==> src/rtl/product_accumulator_if.sv <==
// Bus between a shift-add multiplier consumer and the product accumulator.
// The master drives run control and the multiplier product; the slave reports the sum.
interface product_accumulator_if #(
   parameter int unsigned WIDTH     = 8,
   parameter int unsigned ACC_WIDTH = 24,
   parameter int unsigned CNT_WIDTH = 8
);
   logic                   clear;
   logic [CNT_WIDTH-1:0]   num_terms;
   logic [2*WIDTH-1:0]     prod_in;
   logic                   prod_ready;
   logic [ACC_WIDTH-1:0]   acc_out;
   logic                   acc_valid;
   logic                   overflow;
   logic                   busy;
   logic [CNT_WIDTH-1:0]   term_count;

   modport master (
      output clear,
      output num_terms,
      output prod_in,
      output prod_ready,
      input  acc_out,
      input  acc_valid,
      input  overflow,
      input  busy,
      input  term_count
   );

   modport slave (
      input  clear,
      input  num_terms,
      input  prod_in,
      input  prod_ready,
      output acc_out,
      output acc_valid,
      output overflow,
      output busy,
      output term_count
   );
endinterface

==> src/rtl/product_accumulator.sv <==
// Saturating accumulator for a programmed number of multiplier products; each product is
// captured once on the rising edge of the multiplier's level ready signal.
module product_accumulator #(
   parameter int unsigned WIDTH     = 8,
   parameter int unsigned ACC_WIDTH = 24,
   parameter int unsigned CNT_WIDTH = 8
) (
   input  logic                  clk,
   input  logic                  rst_n,
   product_accumulator_if.slave  bus
);

   typedef enum logic [1:0] {StIdle, StAccum, StDone} state_e;

   state_e                 state_q, state_d;
   logic [ACC_WIDTH-1:0]   acc_q;
   logic                   ovf_q;
   logic [CNT_WIDTH-1:0]   cnt_q;
   logic [CNT_WIDTH-1:0]   target_q;
   logic                   ready_q;

   logic                   take;
   logic                   last_term;
   logic                   acc_en;
   logic                   busy;
   logic                   acc_valid;
   logic [ACC_WIDTH:0]     sum;
   logic [ACC_WIDTH-1:0]   sat_sum;

   assign take      = bus.prod_ready & ~ready_q;
   // Extra counter bit keeps the comparison from wrapping at the top of the count range.
   assign last_term = ({1'b0, cnt_q} + 1'b1) == {1'b0, target_q};
   assign sum       = {1'b0, acc_q} + {{(ACC_WIDTH + 1 - 2 * WIDTH){1'b0}}, bus.prod_in};
   assign sat_sum   = sum[ACC_WIDTH] ? {ACC_WIDTH{1'b1}} : sum[ACC_WIDTH-1:0];

   // State register
   always_ff @(posedge clk) begin
      if (!rst_n) begin
         state_q <= StIdle;
      end else begin
         state_q <= state_d;
      end
   end

   // Next-state logic; clear restarts from any state and wins over a coincident take
   always_comb begin
      state_d = state_q;
      if (bus.clear) begin
         state_d = (bus.num_terms == '0) ? StDone : StAccum;
      end else begin
         unique case (state_q)
            StIdle:  state_d = StIdle;
            StAccum: if (take && last_term) state_d = StDone;
            StDone:  state_d = StDone;
            default: state_d = StIdle;
         endcase
      end
   end

   // Output and datapath-enable decode
   always_comb begin
      busy      = 1'b0;
      acc_valid = 1'b0;
      acc_en    = 1'b0;
      unique case (state_q)
         StIdle:  ;
         StAccum: begin
            busy   = 1'b1;
            acc_en = take & ~bus.clear;
         end
         StDone:  acc_valid = 1'b1;
         default: ;
      endcase
   end

   // Datapath; ready_q resets high so a ready already asserted at reset release is not counted
   always_ff @(posedge clk) begin
      if (!rst_n) begin
         acc_q    <= '0;
         ovf_q    <= 1'b0;
         cnt_q    <= '0;
         target_q <= '0;
         ready_q  <= 1'b1;
      end else begin
         ready_q <= bus.prod_ready;
         if (bus.clear) begin
            acc_q    <= '0;
            ovf_q    <= 1'b0;
            cnt_q    <= '0;
            target_q <= bus.num_terms;
         end else if (acc_en) begin
            acc_q <= sat_sum;
            ovf_q <= ovf_q | sum[ACC_WIDTH];
            cnt_q <= cnt_q + 1'b1;
         end
      end
   end

   assign bus.acc_out    = acc_q;
   assign bus.acc_valid  = acc_valid;
   assign bus.overflow   = ovf_q;
   assign bus.busy       = busy;
   assign bus.term_count = cnt_q;

endmodule

==> src/flat_wrapper.sv <==
// flat-port wrapper written by rule: the top's interface ports become plain ports
module product_accumulator_flat 
#(
   parameter int unsigned WIDTH     = 8,
   parameter int unsigned ACC_WIDTH = 24,
   parameter int unsigned CNT_WIDTH = 8
)
  (clk, rst_n, bus_clear, bus_num_terms, bus_prod_in, bus_prod_ready, bus_acc_out, bus_acc_valid, bus_overflow, bus_busy, bus_term_count);
  product_accumulator_if #(.WIDTH(WIDTH), .ACC_WIDTH(ACC_WIDTH), .CNT_WIDTH(CNT_WIDTH)) bus_i ();
  input  logic clk;
  input  logic rst_n;
  input wire logic [$bits(bus_i.clear)-1:0] bus_clear;
  input wire logic [$bits(bus_i.num_terms)-1:0] bus_num_terms;
  input wire logic [$bits(bus_i.prod_in)-1:0] bus_prod_in;
  input wire logic [$bits(bus_i.prod_ready)-1:0] bus_prod_ready;
  output wire logic [$bits(bus_i.acc_out)-1:0] bus_acc_out;
  output wire logic [$bits(bus_i.acc_valid)-1:0] bus_acc_valid;
  output wire logic [$bits(bus_i.overflow)-1:0] bus_overflow;
  output wire logic [$bits(bus_i.busy)-1:0] bus_busy;
  output wire logic [$bits(bus_i.term_count)-1:0] bus_term_count;
  assign bus_i.clear = bus_clear;
  assign bus_i.num_terms = bus_num_terms;
  assign bus_i.prod_in = bus_prod_in;
  assign bus_i.prod_ready = bus_prod_ready;
  assign bus_acc_out = bus_i.acc_out;
  assign bus_acc_valid = bus_i.acc_valid;
  assign bus_overflow = bus_i.overflow;
  assign bus_busy = bus_i.busy;
  assign bus_term_count = bus_i.term_count;
  product_accumulator #(.WIDTH(WIDTH), .ACC_WIDTH(ACC_WIDTH), .CNT_WIDTH(CNT_WIDTH)) u_core (.clk(clk), .rst_n(rst_n), .bus(bus_i));
endmodule
==> config.mk <==
export PLATFORM = sky130hd
export DESIGN_NAME = product_accumulator_flat
export DESIGN_NICKNAME = d
export VERILOG_FILES = /design/src/rtl/product_accumulator_if.sv /design/src/rtl/product_accumulator.sv /design/src/flat_wrapper.sv
export SDC_FILE = /design/constraint.sdc
export NUM_CORES = 1
export LEC_CHECK = 0
export ABC_AREA = 1
export CORE_ASPECT_RATIO = 0.5
export CORE_MARGIN = 10
export CORE_UTILIZATION = 55
export CTS_CLUSTER_DIAMETER = 120
export DETAILED_ROUTE_END_ITERATION = 10
export PLACE_DENSITY_LB_ADDON = 0.12
export SYNTH_ARGS = -nofsm -noshare
export SYNTH_HDL_FRONTEND = slang
export SYNTH_SLANG_ARGS = --single-unit
==> constraint.sdc <==
create_clock -name clk -period 4.3 [get_ports clk]
set_input_delay 0.86 -clock clk [delete_from_list [all_inputs] [get_ports clk]]
set_output_delay 0.86 -clock clk [all_outputs]
set_load 0.03 [all_outputs]
* After elaboration in Yosys (flattened, before gate mapping)
Index checks and enable logic that the tools add are counted.
** Operators by class
- $add $sub $neg :: 3
- Equal/unequal tests :: 4
- Muxes and demuxes :: 8
- Bitwise logic cells :: 6
- Reductions and logical operators :: 3
** Operators by type and width (number)
- $add 24x16->25 :: 1
- $mux 24 :: 1
- $add 8x1->9 const B :: 1
- $eq 9x8->1 :: 1
- $add 8x1->8 const B :: 1
- $logic_not 8->1 :: 1
- $mux 2 :: 3
- $pmux 2 s2 :: 1
- $mux 1 :: 3
- $ne 3x2->1 const B :: 1
- $not 1->1 :: 3
- $and 1x1->1 :: 2
- $eq 2x1->1 const B :: 1
- $eq 2x2->1 const B :: 1
- $reduce_or 2->1 :: 1
- $logic_and 1x1->1 :: 1
- $or 1x1->1 :: 1
** Storage, ports and cells
- Register bits after elaboration :: 44
- Output and inout bits :: 35

* Depth between registers and ports, before layout
Gate-level depths: netlist (run 1).
- Depth after elaboration :: 6
- Depth in mapped cells :: 13
- Mapped depth without buffers :: 13

* Worst setup path before layout (run 1)
No wires, ideal clock.
- Path kind :: input to register
- From :: input port bus_prod_in[0]
- To :: register u_core.acc_q[0], in the netlist u_core.bus.acc_out[0]
- Setup time :: 0.113 ns
- Arrival time :: 2.418 ns
- Data required time :: 4.187 ns
- Path slack :: 1.769 ns
- Stages on the path :: 11
- Path buffers :: 0
- Cells stage by stage :: ha_1 -> fa_1 -> nand3_1 -> and2_4 -> o21ai_2 -> nand2_2 -> nand2_4 -> a21oi_4 -> inv_4 -> o21ai_1 -> inv_1
** On the way
- Word-level cells in the longest chain between the ends :: 2
** RTL lines
- start: declaration :: RTL line flat_wrapper.sv:14 : input wire logic [$bits(bus_i.prod_in)-1:0] bus_prod_in;
- $add 24x16->25 :: RTL line product_accumulator.sv:33 : assign sum = {1'b0, acc_q} + {{(ACC_WIDTH + 1 - 2 * WIDTH){1'b0}}, bus.prod_in};
- $mux 24 :: RTL line product_accumulator.sv:34 : assign sat_sum = sum[ACC_WIDTH] ? {ACC_WIDTH{1'b1}} : sum[ACC_WIDTH-1:0];
- end signal: assignment :: RTL line product_accumulator.sv:92 : acc_q <= sat_sum;
- end: declaration :: RTL line product_accumulator.sv:16 : logic [ACC_WIDTH-1:0] acc_q;
Every way passes these cells.
A chain may end at the register's enable or synchronous reset.

* Worst setup path in the final report (run 1)
- From :: input port bus_clear
- To :: register u_core.acc_q[3], in the netlist u_core.bus.acc_out[3]
** On the way
- Word-level cells in the longest chain between the ends :: 3
- Elaborated cells between the ends (all ways) :: 4
- Classes of those cells :: 1 x mux; 2 x bitwise; 1 x reduce/logical
** RTL lines
- start: declaration :: RTL line flat_wrapper.sv:12 : input wire logic [$bits(bus_i.clear)-1:0] bus_clear;
- $not 1->1 :: RTL line product_accumulator.sv:69 : acc_en = take & ~bus.clear;
- $and 1x1->1 :: RTL line product_accumulator.sv:69
- $mux 1 :: RTL line product_accumulator.sv:65 : unique case (state_q)
Several ways; a longest one is shown, not always the timed one.

==> results.cfg, run 1 <==
[drt]
ant_nets = 0
wl_per_cell_um = 13.2
vias_per_cell = 5.30
initialDrtViolationCount = 285
dr.pass1.iters = 5
drc = 0
wl_mm = 7.91
dr_total_vias = 3170

[worst_setup_path]
r2r_setup_slack_ns = 2.01
endpoint = u_core.bus.acc_out[3]
path_max_fanout = 17
r2r-start = u_core.bus.acc_out[0]
start_kind = input port
worst-path-stages = 9
r2r_cells = 11
cp_slowest_cell = nor2_2
startpoint = bus_clear
critPathMaxStageDelay_ns = 0.49
crit_type = in2reg
crit_family = buffers and inverters
critPathRequiredTime_ns = 4.50
r2r_end = u_core.bus.acc_out[3]
cp_data_arrival_time_ns = 3.22
cpMostUsedCell = inv_1
cp_cell_sequence = clkdlybuf4s50_1 -> inv_1 -> nand2_1 -> nor2_2 -> inv_1 -> a21oi_4 -> inv_4 -> o21ai_1 -> inv_1
critPathCaptureType = flip-flop
crit_buf_inv = 5

[floorplanning]
fp.dieW_um = 125
die_area_um2 = 9050
die_h_um = 72.5
io_pins = 63
coreArea_um2 = 5110
start_util_pct = 59.2
std_cell_rows = 18

[timing]
timing.fmax_mhz = 331
fin_crit_sh_pct = 70.2
rsz0062_at_grt = no
maxSlewHeadroom_pct = 60.5
period_needed_ns = 3.02
finalSetupTns_ns = 0
maxSlewViolCount = 0
setup_viol = 0
tightest_slew_ns = 0.592
hold_violations = 0
clock_skew_ns = 0.00825

[synth]
synth_area_leaders = dfxtp_1 (29%), nand2_1 (11%), nor2_1 (8.3%)
synth_cell_types = 35
synthTopCellsByCount = nand2_1 (88), nor2_1 (67), inv_1 (58)
synth_flop_cell = dfxtp_1
avgSynthCellArea_um2 = 6.51
yosys_warnings = 0
yosys.cell_count.top_type = nand2_1
synth.cell_area_um2 = 3030
syn_inst = 465
yosysSeqAreaShare_pct = 29.1
synth_edf_count = 0
synthArstFlopShare_pct = 0
synth_top_area_share_pct = 29.1
syn-num-nets = 513
ys_ff_latch = 44
yosys.area.top_type = dfxtp_1

[clock_network]
cts_resized = 0
clk_latency_ns = 0.30
post_cts_buffers = 0
clk_pin_slew_ns = 0.09
cts_hold_buf = 0
numClockSinks = 44
clockBufferDepth = 2
cts_tree = built
cts_made_buffers = 5
cts.htree.levels = 2
root_buffer = clkbuf_8

[layout]
fin_nets = 575
diodes = 0
post-route-util_pct = 74.4
drive_gt1_share_pct = 4.92
syn_to_final_growth_pct = 25.7

[pwr]
irDropWorstVdd_uv = 134
p_per_area_nw_per_um2 = 211
p_leak_uw = 0.00165

[grt]
grt_usage_pct = 17.2
grt_max_degree = 24
grt_pass1_vias = 2883
antenna_found_initial = 0
grt.overflow.total = 0
grt_pass1_wl_mm = 13.5

[hold_path]
whs_path_depth = 2
hp-class = reg2reg

[place]
portBuffers = 62
gp_congestion = 0.891
hpwl_mm = 6.21

[job]
max-cap-violations = 0

[run_status]
outcome = complete, no violations
==> through the flow <==
stage / worst slack, ns / total power, uW / std cells / cell area (um^2) / hold slack (ns)
after floorplan: 1.77 / 491 / 465 / 3030 / 0.444
after global placement: 1.08 / 537 / 590 / 3710 / 0.442
after detailed placement: 0.985 / 537 / 590 / 3710 / 0.442
after CTS: 1.29 / 802 / 598 / 3810 / 0.456
after global routing: 1.02 / 832 / 598 / 3810 / 0.504
final: 1.28 / 801 / 598 / 3810 / 0.457
==> routing by layer <==
layer / routed length [um] / up-vias / GRT usage, %
li1: - / 1654 / -
met1: 3830 / 1403 / 21.8
met2: 3460 / 107 / 29.4
met3: 583 / 6 / 5.00
met4: 36 / 0 / 2.28
met5: 0 / - / 0
==> registers in the layout (all words and copies together), names as in the netlist <==
signal,count
u_core.target_q,8
u_core.bus.term_count,8
u_core.bus.overflow,1
u_core.ready_q,1
u_core.state_q,2
u_core.bus.acc_out,24
==> worst min-delay path, cell delays in order, from the launching register on <==
cell     delay (ns)
dfxtp_1        0.32
inv_1          0.05
a21oi_1        0.05
==> area by class of cell <==
class / instances / area, um^2
Tap cell: 70 / 87.6
Sequential cell: 44 / 881
Clock inverter: 3 / 23.8
Fill cell: 429 / 1310
Inverter: 59 / 224
Clock buffer: 5 / 68.8
Multi-Input combinational cell: 353 / 1890
Timing Repair Buffer: 64 / 636
==> cell usage in the layout, fill, tap and decap left out, drive strengths merged, types with 2 or more instances in the layout <==
cell type / instances
nand2: 91
nor2: 68
clkdlybuf4s50: 62
inv: 59
a21oi: 51
o21ai: 46
dfxtp: 44
nand3: 39
ha: 19
xnor2: 7
xor2: 7
nor3: 6
clkbuf: 5
nor4: 4
nand4: 3
and2: 3
a21boi: 2
o211ai: 2
clkinvlp: 2
buf: 2
==> how the worst min path moves through the flow <==
stage                                    from                   to  slack, ns
after floorplan            u_core.target_q[0]   u_core.target_q[0]       0.44
after global placement    u_core.bus.overflow  u_core.bus.overflow       0.44
after detailed placement  u_core.bus.overflow  u_core.bus.overflow       0.44
after CTS                 u_core.bus.overflow  u_core.bus.overflow       0.46
after global routing      u_core.bus.overflow  u_core.bus.overflow       0.50
final                     u_core.bus.overflow  u_core.bus.overflow       0.46
==> kinds of logic after synthesis <==
logic type | share of synthesized area [%]
buf+inv | 8.72
flops | 29.1
fa+ha+maj | 8.51
compound gates | 18.5
xor+xnor | 4.05
simple gates | 31.2
==> power breakdown <==
part	total (uW)	switching, uW	internal, uW	leakage [uW]
logic	109	58.7	49.8	0.00125
clock network	272	157	115	0.0000404
registers	421	5.47	415	0.000357
(Power assumes the default switching activity.)
==> run 2, diff against run 1 <==
--- a/config.mk
+++ b/config.mk
@@ -8,7 +8,7 @@
 export ABC_AREA = 1
 export CORE_ASPECT_RATIO = 0.5
 export CORE_MARGIN = 10
-export CORE_UTILIZATION = 55
+export CORE_UTILIZATION = 52
 export CTS_CLUSTER_DIAMETER = 120
 export DETAILED_ROUTE_END_ITERATION = 10
 export PLACE_DENSITY_LB_ADDON = 0.12
==> constraint.sdc (replaced) <==
create_clock -name clk -period 2.9 [get_ports clk]
set_input_delay 0.58 -clock clk [delete_from_list [all_inputs] [get_ports clk]]
set_output_delay 0.58 -clock clk [all_outputs]
set_load 0.03 [all_outputs]
==> run 2 against run 1 <==
Compared with the run above:
- worst setup slack lost 0.79 ns
- largest power group unchanged
- sequential power up 48%
- non-clock buffer count up 5
- core utilization fell by 4.2 points
- global-route usage about the same
- clock power increased by 120%
==> results.cfg, run 2 (synthesis results as in run 1) <==
[run_status]
outcome = complete, no violations

[drt]
wl_mm = 8.10
wl_per_cell_um = 13.4
vias_per_cell = 5.26
initialDrtViolationCount = 224
drc = 0
top_layer_used = met4
wl_met1_mm = 3.79
dr_total_vias = 3187
ant_nets = 0
dr_wl_met3_um = 647
dr.pass1.iters = 5
met2_length_mm = 3.56

[worst_setup_path]
crit_type = in2reg
start_kind = input port
r2r_setup_slack_ns = 0.87
r2r_end = u_core.bus.acc_out[15]
cp_data_arrival_time_ns = 2.63
r2r_cells = 10
r2r-start = u_core.bus.acc_out[0]
critPathRequiredTime_ns = 3.13
path_max_fanout = 3
critPathCaptureType = flip-flop

[floorplanning]
coreArea_um2 = 5560
die_h_um = 74.0
start_util_pct = 54.4
std_cell_rows = 19
fp.dieW_um = 128
io_pins = 63
die_area_um2 = 9460

[grt]
antenna_found_initial = 0
grt_usage_pct = 17.3
grt_pass1_wl_mm = 13.7
grt.overflow.total = 0
grt_pass1_vias = 2981
grt_max_degree = 23

[timing]
fin_crit_sh_pct = 83.0
fin_hold_ws_ns = 0.453
maxSlewViolCount = 0
period_needed_ns = 2.41
setup_viol = 0
maxSlewHeadroom_pct = 71.6
hold_violations = 0
clock_skew_ns = 0.00333
tightest_slew_ns = 0.421
timing.fmax_mhz = 416
rsz0062_at_grt = no
finalSetupTns_ns = 0

[pwr]
p_sw_uw = 346
power.internal_uw = 1030
sw_frac_of_total_pct = 25.1
power_frac_seq_pct = 45.2
irDropWorstVdd_uv = 257
p_leak_uw = 0.00170
p_per_area_nw_per_um2 = 353
p_comb_share_pct = 11.7
pwr-share-clk_pct = 43.1

[place]
hpwl_mm = 6.33
gp_congestion = 0.897
dp.cells = 598
portBuffers = 62
postPlaceCellArea_um2 = 3750

[layout]
fin_nets = 580
nFillCells = 514
syn_to_final_growth_pct = 29.1
drive_gt1_share_pct = 5.82
largest_reg_flops = 24
diodes = 0
final_cell_mix = nand2_1 (88), nor2_1 (66), clkdlybuf4s50_1 (62)
design_area_um2 = 3910
finalNonFillerCells = 606
seq_area_um2 = 881
multi_input_area_um2 = 1890
layout_commonest_cell = nand2_1

[clock_network]
cts_made_buffers = 5
clk_pin_slew_ns = 0.06
clockBufferDepth = 2
cts.htree.levels = 2
root_buffer = clkbuf_16
numClockSinks = 44
cts_tree = built
clk_latency_ns = 0.29
cts_resized = 0
cts_hold_buf = 0
post_cts_buffers = 0

[hold_path]
hp-start = u_core.bus.overflow
hp-class = reg2reg
whs_path_depth = 2
worstHoldEndpoint = u_core.bus.overflow

[job]
max-cap-violations = 0
-- run 2: cell types whose count changed in the layout (fill, tap and decap cells not counted) --
cell       change
clkbuf_8       -4
clkinv_4       -1
clkbuf_16      +5
buf_4          +5
-- run 2: cell type report --
type                    count  area share [%]
clock buffers               6            3.55
clock inverters             2           0.384
inverters                  59            5.73
multi-input cells         353            48.2
flip-flops and latches     44            22.5
well taps                  73            2.34
repair buffers             69            17.2
-- run 2: how the worst max path moves through the flow --
stage                   startpoint  slack (ns)  cells past startpoint                     end
finish              bus_prod_in[0]        0.49                     11  u_core.bus.acc_out[14]
global route        bus_prod_in[0]        0.34                     11  u_core.bus.acc_out[14]
CTS                 bus_prod_in[0]        0.51                     11  u_core.bus.acc_out[14]
detailed placement  bus_prod_in[0]        0.22                     11  u_core.bus.acc_out[15]
global placement    bus_prod_in[0]        0.26                     11  u_core.bus.acc_out[15]
floorplan           bus_prod_in[0]        0.65                     11   u_core.bus.acc_out[1]
-- run 2: worst max-delay path, cell delays in order --
cell and delay, ns:
clkdlybuf4s50_1 0.46, ha_1 0.22, fa_1 0.22, nand3_1 0.08, and2_4 0.18, o21ai_0 0.35
nand3_1 0.13, nand2_1 0.12, xor2_1 0.15, nor2_1 0.05, nor2_1 0.09
-- run 2: metrics by stage --
stage               worst slack (ns)  utilization (%)  total power (uW)
CTS                            0.510             70.3              1390
global placement               0.263             67.5               797
finish                         0.494             70.3              1380
global route                   0.338             70.3              1430
floorplan                      0.649                -               728
detailed placement             0.216             67.5               797
-- run 2: routing by layer --
layer	GRT usage, %	up-vias
met5	0	-
met3	5.67	13
met4	6.08	0
met1	21.7	1409
li1	-	1664
met2	27.6	101
-- run 2: power groups by stage --
stage	Sequential (uW)	Combinational (uW)	Clock [uW]
after global placement	637	160	0
after floorplan	638	90.4	0
final	623	162	595
after CTS	624	162	601
after global routing	625	181	622
after detailed placement	637	160	0
